<file path="src/rtl/timer_capture.sv">
// Input-capture peripheral: measures pulse width or period on cap_in in prescaled ticks and raises a level irq when done.
// Pin-to-FSM latency is 2 cycles; the register bus has no backpressure (single-cycle write, combinational read).
module timer_capture #(
    parameter int unsigned F_DIV = 50_000
) (
    input  logic        clk,
    input  logic        reset,
    input  logic [1:0]  A,
    input  logic [31:0] WD,
    input  logic        WE,
    output logic [31:0] RD,
    input  logic        cap_in,
    output logic        irq
);

    localparam int PW = (F_DIV > 1) ? $clog2(F_DIV) : 1;

    typedef enum logic [1:0] {
        S_IDLE,
        S_WAIT,
        S_MEAS,
        S_DONE
    } state_t;

    logic          s1_q, s2_q, s3_q;
    state_t        state_q, state_d;
    logic          mode_q, mode_d;
    logic          ie_q, ie_d;
    logic          done_q, done_d;
    logic          ovf_q, ovf_d;
    logic          irq_q;
    logic [31:0]   cap_q, cap_d;
    logic [31:0]   tmo_q, tmo_d;
    logic [31:0]   cnt_q, cnt_d;
    logic [PW-1:0] pre_q, pre_d;

    logic        rise, fall, end_evt, tick;
    logic        cnt_max, tmo_hit, wrap_hit, busy;
    logic        ctrl_wr, tmo_wr;
    logic [31:0] cnt_inc;
    logic [31:0] status;

    assign rise    = s2_q & ~s3_q;
    assign fall    = ~s2_q & s3_q;
    assign end_evt = mode_q ? rise : fall;
    assign tick    = (pre_q == PW'(F_DIV - 1));

    assign cnt_inc  = cnt_q + 32'd1;
    assign cnt_max  = &cnt_q;
    assign tmo_hit  = tick && (tmo_q != 32'd0) && (cnt_inc == tmo_q);
    assign wrap_hit = tick && (tmo_q == 32'd0) && cnt_max;

    assign ctrl_wr = WE && (A == 2'd0);
    assign tmo_wr  = WE && (A == 2'd2);

    assign busy   = (state_q == S_WAIT) || (state_q == S_MEAS);
    assign status = {27'd0, ie_q, mode_q, ovf_q, done_q, busy};

    always_comb begin
        state_d = state_q;
        mode_d  = mode_q;
        ie_d    = ie_q;
        done_d  = done_q;
        ovf_d   = ovf_q;
        cap_d   = cap_q;
        tmo_d   = tmo_q;
        cnt_d   = cnt_q;
        pre_d   = pre_q;

        case (state_q)
            S_WAIT: begin
                if (rise) begin
                    state_d = S_MEAS;
                    pre_d   = '0;
                    cnt_d   = 32'd0;
                end
            end
            S_MEAS: begin
                pre_d = tick ? '0 : pre_q + PW'(1);
                if (tick && !cnt_max) begin
                    cnt_d = cnt_inc;
                end
                // An end event outranks a timeout landing on the same tick.
                if (end_evt) begin
                    cap_d   = (tick && cnt_max) ? 32'hFFFF_FFFF : cnt_q + {31'd0, tick};
                    done_d  = 1'b1;
                    state_d = S_DONE;
                end else if (tmo_hit) begin
                    cap_d   = tmo_q;
                    done_d  = 1'b1;
                    ovf_d   = 1'b1;
                    state_d = S_DONE;
                end else if (wrap_hit) begin
                    cap_d   = 32'hFFFF_FFFF;
                    done_d  = 1'b1;
                    ovf_d   = 1'b1;
                    state_d = S_DONE;
                end
            end
            default: begin
            end
        endcase

        // A CTRL write overrides whatever the FSM decided this cycle; a result landing now is dropped.
        if (ctrl_wr) begin
            mode_d = WD[1];
            ie_d   = WD[4];
            if (WD[0]) begin
                state_d = S_WAIT;
                done_d  = 1'b0;
                ovf_d   = 1'b0;
                cap_d   = cap_q;
                cnt_d   = 32'd0;
                pre_d   = '0;
            end else if (WD[2]) begin
                state_d = S_IDLE;
                done_d  = done_q;
                ovf_d   = ovf_q;
                cap_d   = cap_q;
            end
        end

        if (tmo_wr) begin
            tmo_d = WD;
        end
    end

    always_ff @(posedge clk or posedge reset) begin
        if (reset) begin
            s1_q    <= 1'b0;
            s2_q    <= 1'b0;
            s3_q    <= 1'b0;
            state_q <= S_IDLE;
            mode_q  <= 1'b0;
            ie_q    <= 1'b0;
            done_q  <= 1'b0;
            ovf_q   <= 1'b0;
            irq_q   <= 1'b0;
            cap_q   <= 32'd0;
            tmo_q   <= 32'd0;
            cnt_q   <= 32'd0;
            pre_q   <= '0;
        end else begin
            s1_q    <= cap_in;
            s2_q    <= s1_q;
            s3_q    <= s2_q;
            state_q <= state_d;
            mode_q  <= mode_d;
            ie_q    <= ie_d;
            done_q  <= done_d;
            ovf_q   <= ovf_d;
            irq_q   <= done_q & ie_q;
            cap_q   <= cap_d;
            tmo_q   <= tmo_d;
            cnt_q   <= cnt_d;
            pre_q   <= pre_d;
        end
    end

    always_comb begin
        RD = 32'd0;
        case (A)
            2'd0:    RD = status;
            2'd1:    RD = cap_q;
            2'd2:    RD = tmo_q;
            default: RD = cnt_q;
        endcase
    end

    assign irq = irq_q;

endmodule
</file>
<file path="config.mk">
export PLATFORM = sky130hd
export DESIGN_NAME = timer_capture
export DESIGN_NICKNAME = d
export VERILOG_FILES = /design/src/rtl/timer_capture.sv
export SDC_FILE = /design/constraint.sdc
export NUM_CORES = 1
export LEC_CHECK = 0
export CORE_UTILIZATION = 59
export DETAILED_ROUTE_END_ITERATION = 8
export PLACE_DENSITY = 0.81
export SLEW_MARGIN = 30
export SYNTH_ARGS = -nofsm -noshare
export SYNTH_HDL_FRONTEND = slang
export SYNTH_SLANG_ARGS = --single-unit
</file>
<file path="constraint.sdc">
create_clock -name clk -period 10.7 [get_ports clk]
set_input_delay 2.14 -clock clk [delete_from_list [all_inputs] [get_ports clk]]
set_output_delay 2.14 -clock clk [all_outputs]
set_load 0.01 [all_outputs]
</file>
==> flow_summary.yaml, run 1 <==
status:
  outcome: "completed"
synthesis:
  synth_top_area_share_pct: 36.59
  netlist.top_cell.by_area: "dfrtp_1"
  synth_edf_count: 0
  synthArstFlopShare_pct: 100.0
  synth-seq-cells: 122
  yosys-top-cells-count: "dfrtp_1 (122), nor2_1 (72), a21oi_1 (70)"
  synth_area_um2: 8343
  yosysSeqAreaShare_pct: 36.59
  syn-num-nets: 943
  ys_types: 60
  yosys_warnings: 0
  netlist_instances: 898
  synth_area_per_cell_um2: 9.291
  yosysMostFrequentCell: "dfrtp_1"
  synthTopCellsByArea: "dfrtp_1 (37%), mux2_2 (8.2%), a2bb2oi_2 (5.2%)"
  dominantRegCellSynth: "dfrtp_1"
sta:
  slew-limit-headroom_pct: 37.10
  slew_viol_final: 0
  final_hold_viol_count: 0
  finalCriticalPeriod_ns: 6.630
  setup_violations: 0
  worst_pin_slew_ns: 0.9412
  holdWs_ns: 0.3799
  worst_slack_ns: 4.070
  min_period_over_period_pct: 61.96
  fin_skew_ns: 0.008636
  max_freq_ghz: 0.1508
  setup_tns_ns: 0
  rsz0062_at_grt: "no"
cts:
  cts_num_sinks: 122
  postCtsHoldBufs: 0
  cts_max_level: 4
  postCtsSetupBuffers: 0
  path_clk_slew_ns: 0.06
  numCtsBuffers: 17
  clk_path_buf_depth: 2
  ctsRootBufferMaster: "clkbuf_16"
  cts_resized: 0
  clkLatencyLatePin_ns: 0.43
  cts_tree: "done"
worst_setup_path:
  cp.arrival_ns: 4.49
  required_ns: 8.56
  path_max_fanout: 35
  start_kind: "input port"
  crit_path_end_kind: "primary output"
  crit_type: "input port to primary output"
place:
  hpwl_um: 16280
  post-place-ws_ns: 3.724
  portBuffers: 70
  gp_congestion: 0.9862
global_route:
  grt-ovfl-total: 0
  grtUsageTotal_pct: 34.44
  antenna_found_initial: 0
  grt_max_degree: 64
  grt_pass1_vias: 7167
  grt_pass1_wl_um: 38730
drt:
  drc: 0
  drt_iter0_markers: 889
  finalWirelength_um: 24210
  num_vias: 7609
  wl_per_cell_um: 21.79
  final_antenna_net_count: 0
  dr.pass1.iters: 8
  vias_per_cell: 6.849
worst_hold_path:
  min_path_type: "flip-flop to flip-flop"
cells_and_area:
  area_delta_synth_final_pct: 15.00
  drive_gt1_share_pct: 16.11
  utilization_pct: 69.39
  fin_nets: 963
  antenna_cells: 0
job:
  maxCapViolations: 0
power_and_ir_drop:
  power_density_nw_per_um2: 191.9
  peakVddDrop_mv: 0.1769
  p_leak_nw: 3.719
floorplanning:
  fp-row-count: 43
  initial_core_util_pct: 60.34
  pin_count: 71
  core_um2: 13830
  dieArea_um2: 14620
  fp.dieH_um: 120.9
  die_x_um: 120.9
area by class of cell:
type / count / area [um^2]
Timing Repair Buffer: 83 / 798.3
Inverter: 8 / 32.53
Multi-Input combinational cell: 686 / 4895
Clock buffer: 18 / 429.2
Tap cell: 180 / 225.2
Sequential cell: 122 / 3053
Clock inverter: 14 / 161.4
Fill cell: 1049 / 4233
cells by family after synthesis:
kind of cell | synth area share (%)
AOI/OAI and AO/OA | 21.70
muxes | 9.583
xor gates and xnor gates | 7.873
adders and majority gates | 1.050
DFF | 36.59
and+or+nand+nor | 18.28
buffers and inverters | 4.919
power by group:
group | internal (mW) | total, mW | switching [mW]
registers | 0.561 | 0.676 | 0.115
logic | 0.307 | 0.583 | 0.275
clock network | 0.348 | 0.583 | 0.235
state kept, by name, summed over array words and instances (netlist names), 2 cells and up:
name     flops
cnt_q       32
cap_q       32
pre_q       16
state_q      2
tmo_q       32
critical path, stage by stage:
cell and delay (ns):
clkdlybuf4s50_1 0.45, buf_4 0.43, nor2b_4 0.65, a22o_1 0.26, clkdlybuf4s50_1 0.54
cell usage in the layout (no fill, tap or decap), types with 4 or more instances in the layout:
| cell | n |
|---|---|
| and3_1 | 14 |
| dfrtp_1 | 122 |
| a22o_1 | 27 |
| xor2_1 | 27 |
| a311oi_1 | 7 |
| xnor2_1 | 48 |
| nand3b_1 | 10 |
| o21ai_0 | 43 |
| a2bb2oi_2 | 29 |
| clkinv_4 | 4 |
| inv_1 | 7 |
| nor3_1 | 22 |
| or3_1 | 15 |
| mux2_2 | 61 |
| mux4_2 | 5 |
| a21oi_1 | 70 |
| nand3_1 | 22 |
| a21o_1 | 8 |
| inv_6 | 4 |
| clkbuf_16 | 17 |
| nor2_1 | 72 |
| nand2_1 | 59 |
| a31oi_1 | 12 |
| nor4_1 | 19 |
| clkdlybuf4s50_1 | 70 |
| a211oi_1 | 6 |
| buf_4 | 13 |
| nand4_1 | 25 |
| ha_1 | 7 |
| o22ai_1 | 17 |
worst paths after layout:
check | slack, ns | to | cells past startpoint | start
max in group asynchronous | 7.22 | cap_q[8] | 3 | reset
min in group asynchronous | 2.20 | cnt_q[21] | 2 | reset
setup reg to reg | 6.38 | cap_q[29] | 10 | cnt_q[2]
hold reg to reg | 0.38 | s2_q | 0 | s1_q
hold / removal | 0.38 | s2_q | 0 | s1_q
setup / recovery | 4.07 | RD[26] | 5 | A[1]
metrics by stage:
stage          instances  total power [mW]  cell area, um^2
2_1_floorplan        898             1.058             8343
3_3_place_gp        1079             1.233             8999
3_5_place_dp        1079             1.246             8999
4_1_cts             1111             1.832             9589
5_1_grt             1111             1.917             9594
6_report            1111             1.841             9594
routing by layer:
layer,up-vias,part of all wire [%],track usage [%]
li1,3371,-,-
met4,0,3.1,12.89
met5,-,0,0
met1,3693,42,48.89
met3,73,10,8.694
met2,472,44,50.57
No activity file was read; power rests on OpenSTA's default activity.
==> inputs of run 2 (changes only) <==
--- a/config.mk
+++ b/config.mk
@@ -5,9 +5,9 @@
 export SDC_FILE = /design/constraint.sdc
 export NUM_CORES = 1
 export LEC_CHECK = 0
-export CORE_UTILIZATION = 59
+export CORE_UTILIZATION = 53
 export DETAILED_ROUTE_END_ITERATION = 8
-export PLACE_DENSITY = 0.81
+export PLACE_DENSITY = 0.77
 export SLEW_MARGIN = 30
 export SYNTH_ARGS = -nofsm -noshare
 export SYNTH_HDL_FRONTEND = slang
==> constraint.sdc (replaced) <==
create_clock -name clk -period 5.6 [get_ports clk]
set_input_delay 1.12 -clock clk [delete_from_list [all_inputs] [get_ports clk]]
set_output_delay 1.12 -clock clk [all_outputs]
set_load 0.01 [all_outputs]
==> flow_summary.yaml, run 2 (synthesis gave the netlist of run 1 again) <==
power_and_ir_drop:
  power_density_nw_per_um2: 360.5
  p_int_mw: 2.273
  switching_share_pct: 34.58
  peakVddDrop_mv: 0.2199
  p_leak_nw: 3.704
  combPwrFrac_pct: 31.5
  p_clk_share_pct: 31.0
  switching_power_mw: 1.201
  p_seq_share_pct: 37.5
floorplanning:
  core_um2: 15260
  die_x_um: 127.5
  dieArea_um2: 16250
  initial_core_util_pct: 54.68
  fp.dieH_um: 127.5
  pin_count: 71
  fp-row-count: 45
worst_setup_path:
  crit_path_end_kind: "primary output"
  cp.depth: 5
  path_max_fanout: 26
  reg2reg_from: "cnt_q[14]"
  crit_path_start: "A[1]"
  cp_num_buf_inv: 3
  critical_path.max_stage_delay_ns: 0.76
  cp.arrival_ns: 3.22
  path_cells: "clkdlybuf4s50_1, nor2b_2, buf_4, a22o_1, clkdlybuf4s50_1"
  critPathTopFamily: "buffers and inverters"
  crit_type: "input port to primary output"
  slowest_stage: "clkdlybuf4s50_1"
  start_kind: "input port"
  path_common_cell: "clkdlybuf4s50_1"
  required_ns: 4.48
  reg2reg_depth: 10
global_route:
  grt_pass1_vias: 7056
  grt_max_degree: 47
  antenna_found_initial: 0
  grt-ovfl-total: 0
  grtUsageTotal_pct: 31.85
  grt_pass1_wl_um: 39760
sta:
  slew_viol_final: 0
  rsz0062_at_grt: "no"
  setup_tns_ns: 0
  min_period_over_period_pct: 77.56
  setup_violations: 0
  worst_pin_slew_ns: 0.9250
  max_freq_ghz: 0.2302
  final_hold_viol_count: 0
  finalCriticalPeriod_ns: 4.344
  worst_slack_ns: 1.256
  fin_skew_ns: 0.009572
  slew-limit-headroom_pct: 38.18
cells_and_area:
  antenna_cells: 0
  largestRegisters: "cap_q: 32 flops, cnt_q: 32 flops, tmo_q: 32 flops"
  nFillCells: 1257
  multiInputGateArea_um2: 4900
  fin_nets: 964
  area_delta_synth_final_pct: 15.49
  final-seq-area_um2: 3053
  layout_common_cells: "dfrtp_1 (122), nor2_1 (72), clkdlybuf4s50_1 (70)"
  layout_commonest_cell: "dfrtp_1"
  drive_gt1_share_pct: 16.42
drt:
  drc: 0
  wl_per_cell_um: 21.50
  dr.pass1.iters: 6
  vias_per_cell: 6.481
  finalWirelength_um: 24580
  final_antenna_net_count: 0
  drt_iter0_markers: 762
  num_vias: 7408
cts:
  clkLatencyLatePin_ns: 0.43
  cts_resized: 0
  ctsRootBufferMaster: "clkbuf_16"
  cts_tree: "done"
  clk_path_buf_depth: 2
  cts_max_level: 4
  postCtsSetupBuffers: 0
  cts_num_sinks: 122
  path_clk_slew_ns: 0.06
  postCtsHoldBufs: 0
  numCtsBuffers: 17
place:
  post-place-ws_ns: 1.251
  gp_congestion: 0.9487
  portBuffers: 70
  hpwl_um: 16670
worst_hold_path:
  min_path_type: "flip-flop to flip-flop"
  worstHoldStart: "s1_q"
  hold_depth: 0
status:
  outcome: "completed"
job:
  maxCapViolations: 0
[run 2: layout make-up]
cell class | instances | area share, %
clock buffers | 18 | 4.454
well taps | 211 | 2.740
repair buffers | 84 | 8.492
clock inverters | 14 | 1.441
inverters | 8 | 0.3376
flip-flops and latches | 122 | 31.68
multi-input cells | 686 | 50.85
[run 2: routing by layer]
metal	part of all wire (%)	wire length, um	track usage, %	up-vias
li1	-	-	-	3368
met5	0	0	0	-
met3	9.3	2276	6.449	54
met4	2.2	550	11.41	0
met2	45	11000	47.16	381
met1	44	10750	46.08	3605
[run 2: worst paths after layout]
check,to,slack (ns)
max in group asynchronous,tmo_q[7],3.54
min reg2reg,s2_q,0.38
min in group asynchronous,pre_q[13],1.12
max reg2reg,cap_q[30],1.27
min,s2_q,0.38
max,RD[28],1.26
[run 2: through the flow]
step / hold slack (ns) / area, um^2 / std cells / total power, mW / utilization [%]
final: 0.3752 / 9635 / 1143 / 3.474 / 63.15
after floorplan: 0.3312 / 8343 / 898 / 2.022 / -
after CTS: 0.3707 / 9629 / 1143 / 3.470 / 63.11
after detailed placement: 0.3558 / 9061 / 1111 / 2.385 / 59.39
after global placement: 0.3514 / 9057 / 1111 / 2.368 / 59.36
after global routing: 0.3845 / 9635 / 1143 / 3.634 / 63.15
[run 2: power by group through the flow]
stage / Clock [mW] / Sequential, mW / Combinational, mW
3_5_place_dp: 0 / 1.31 / 1.08
4_1_cts: 1.09 / 1.29 / 1.09
3_3_place_gp: 0 / 1.31 / 1.06
6_report: 1.08 / 1.30 / 1.09
5_1_grt: 1.13 / 1.32 / 1.18
2_1_floorplan: 0 / 1.21 / 0.812
==> inputs of run 3 (changes only) <==
==> constraint.sdc (replaced) <==
create_clock -name clk -period 3.6 [get_ports clk]
set_input_delay 0.72 -clock clk [delete_from_list [all_inputs] [get_ports clk]]
set_output_delay 0.72 -clock clk [all_outputs]
set_load 0.01 [all_outputs]
==> flow_summary.yaml, run 3 (synthesis gave the netlist of run 1 again) <==
cells_and_area:
  drive_gt1_share_pct: 25.39
  fin_nets: 1052
  area_delta_synth_final_pct: 26.18
  finish.instance_area_um2: 10530
  layout_common_cells: "dfrtp_1 (121), buf_4 (89), a21oi_1 (70), clkdlybuf4s50_1 (70), nor2_1 (67)"
  finalNonFillerCells: 1231
  utilization_pct: 69.00
  antenna_cells: 0
  layout_commonest_cell: "dfrtp_1"
  largestRegisters: "cap_q: 32 flops, cnt_q: 32 flops, tmo_q: 32 flops"
place:
  portBuffers: 70
  dp_cells: 1189
  dpl_cell_area_um2: 9719
  gp_congestion: 0.9951
  hpwl_um: 18630
drt:
  wl_per_cell_um: 22.52
  vias_per_cell: 6.574
  num_vias: 8092
  drc: 0
  finalWirelength_um: 27720
  drt_iter0_markers: 1053
  final_antenna_net_count: 0
  dr.pass1.iters: 6
worst_setup_path:
  cp.arrival_ns: 3.93
  critPathTopFamily: "simple AND/OR/NAND/NOR gates"
  cp_num_buf_inv: 3
  crit_type: "flip-flop to flip-flop"
  start_kind: "flip-flop"
  crit_path_end_kind: "flip-flop"
  slowest_stage: "or4_4"
  critical_path.max_stage_delay_ns: 0.61
  required_ns: 3.96
  path_max_fanout: 9
  path_cells: "nand3_2, buf_4, or2_2, nor3_4, xnor2_1, o211ai_1, or4bb_1, or4_4, a31oi_4, buf_12, clkbuf_16, a2bb2oi_2"
floorplanning:
  fp-row-count: 45
  initial_core_util_pct: 54.68
  fp.dieH_um: 127.5
  pin_count: 71
  core_um2: 15260
  die_x_um: 127.5
  dieArea_um2: 16250
sta:
  max_freq_ghz: 0.2797
  worst_pin_slew_ns: 0.6809
  slew_viol_final: 0
  slew-limit-headroom_pct: 54.49
  final_hold_viol_count: 0
  holdWs_ns: 0.3681
  min_period_over_period_pct: 99.30
  finalCriticalPeriod_ns: 3.575
  setup_violations: 0
  fin_skew_ns: 0.007346
cts:
  cts_num_sinks: 122
  clk_path_buf_depth: 2
  cts_tree: "done"
  cts_max_level: 4
  postCtsHoldBufs: 0
  ctsRootBufferMaster: "clkbuf_16"
  numCtsBuffers: 17
  clkLatencyLatePin_ns: 0.43
  path_clk_slew_ns: 0.06
power_and_ir_drop:
  p_leak_nw: 4.227
  p_total_mw: 5.535
  power_density_nw_per_um2: 525.8
  peakVddDrop_mv: 0.4105
worst_hold_path:
  min_path_type: "flip-flop to flip-flop"
job:
  maxCapViolations: 0
global_route:
  grt_max_degree: 47
  grt-ovfl-total: 0
  antenna_found_initial: 0
  grt_pass1_vias: 7561
  grtUsageTotal_pct: 34.90
  grt_pass1_wl_um: 42960
status:
  outcome: "completed"
[run 3: changes by cell type in the layout (fill, tap and decap cells not counted), moves of 5 or more]
cell | previous run | this run
buf_12 | 1 | 8
buf_4 | 13 | 89
nor2_1 | 72 | 67
nor2_2 | 0 | 5
[run 3: per-layer routing]
layer	up-vias	global-route usage (%)	part of all wire [%]
met4	0	13.03	3.4
met5	-	0	0
li1	3555	-	-
met2	527	52.30	45
met1	3926	49.66	42
met3	84	7.203	10
[run 3: worst paths after layout]
kind,cells after the start,endpoint,startpoint,slack [ns]
worst min register to register,0,s2_q,s1_q,0.37
worst max register to register,12,cap_q[8],cnt_q[2],0.03
worst max-delay path,12,cap_q[8],cnt_q[2],0.03
max in group asynchronous,3,cnt_q[11],reset,2.27
worst min-delay path,0,s2_q,s1_q,0.37
min in group asynchronous,2,tmo_q[25],reset,0.69
[run 3: what timing repair did]
item / 4_1_cts / 5_1_grt
setup buffers: 0 / 6
hold endpoints to repair: 0 / 0
gates resized for setup: 0 / 23
setup endpoints to repair: 0 / 32
[run 3: through the flow]
step / setup slack, ns / setup TNS (ns)
detailed placement: 0.1054 / 0
global placement: 0.1130 / 0
global route: -0.02263 / -0.2413
CTS: 0.02568 / 0
finish: 0.02508 / 0
floorplan: 0.2229 / 0
[run 3: where the power goes]
part,internal (mW),switching (mW)
registers,1.67,0.315
logic,0.978,0.907
clock network,0.928,0.740
[run 3: layout make-up]
type,instances,area [um^2]
sequential,122,3054
inverter,8,33.78
multi-input combinational,686,4981
clock buffer,18,439.2
tap,211,264.0
timing repair buffer,172,1627
clock inverter,14,128.9
fill,1169,4731
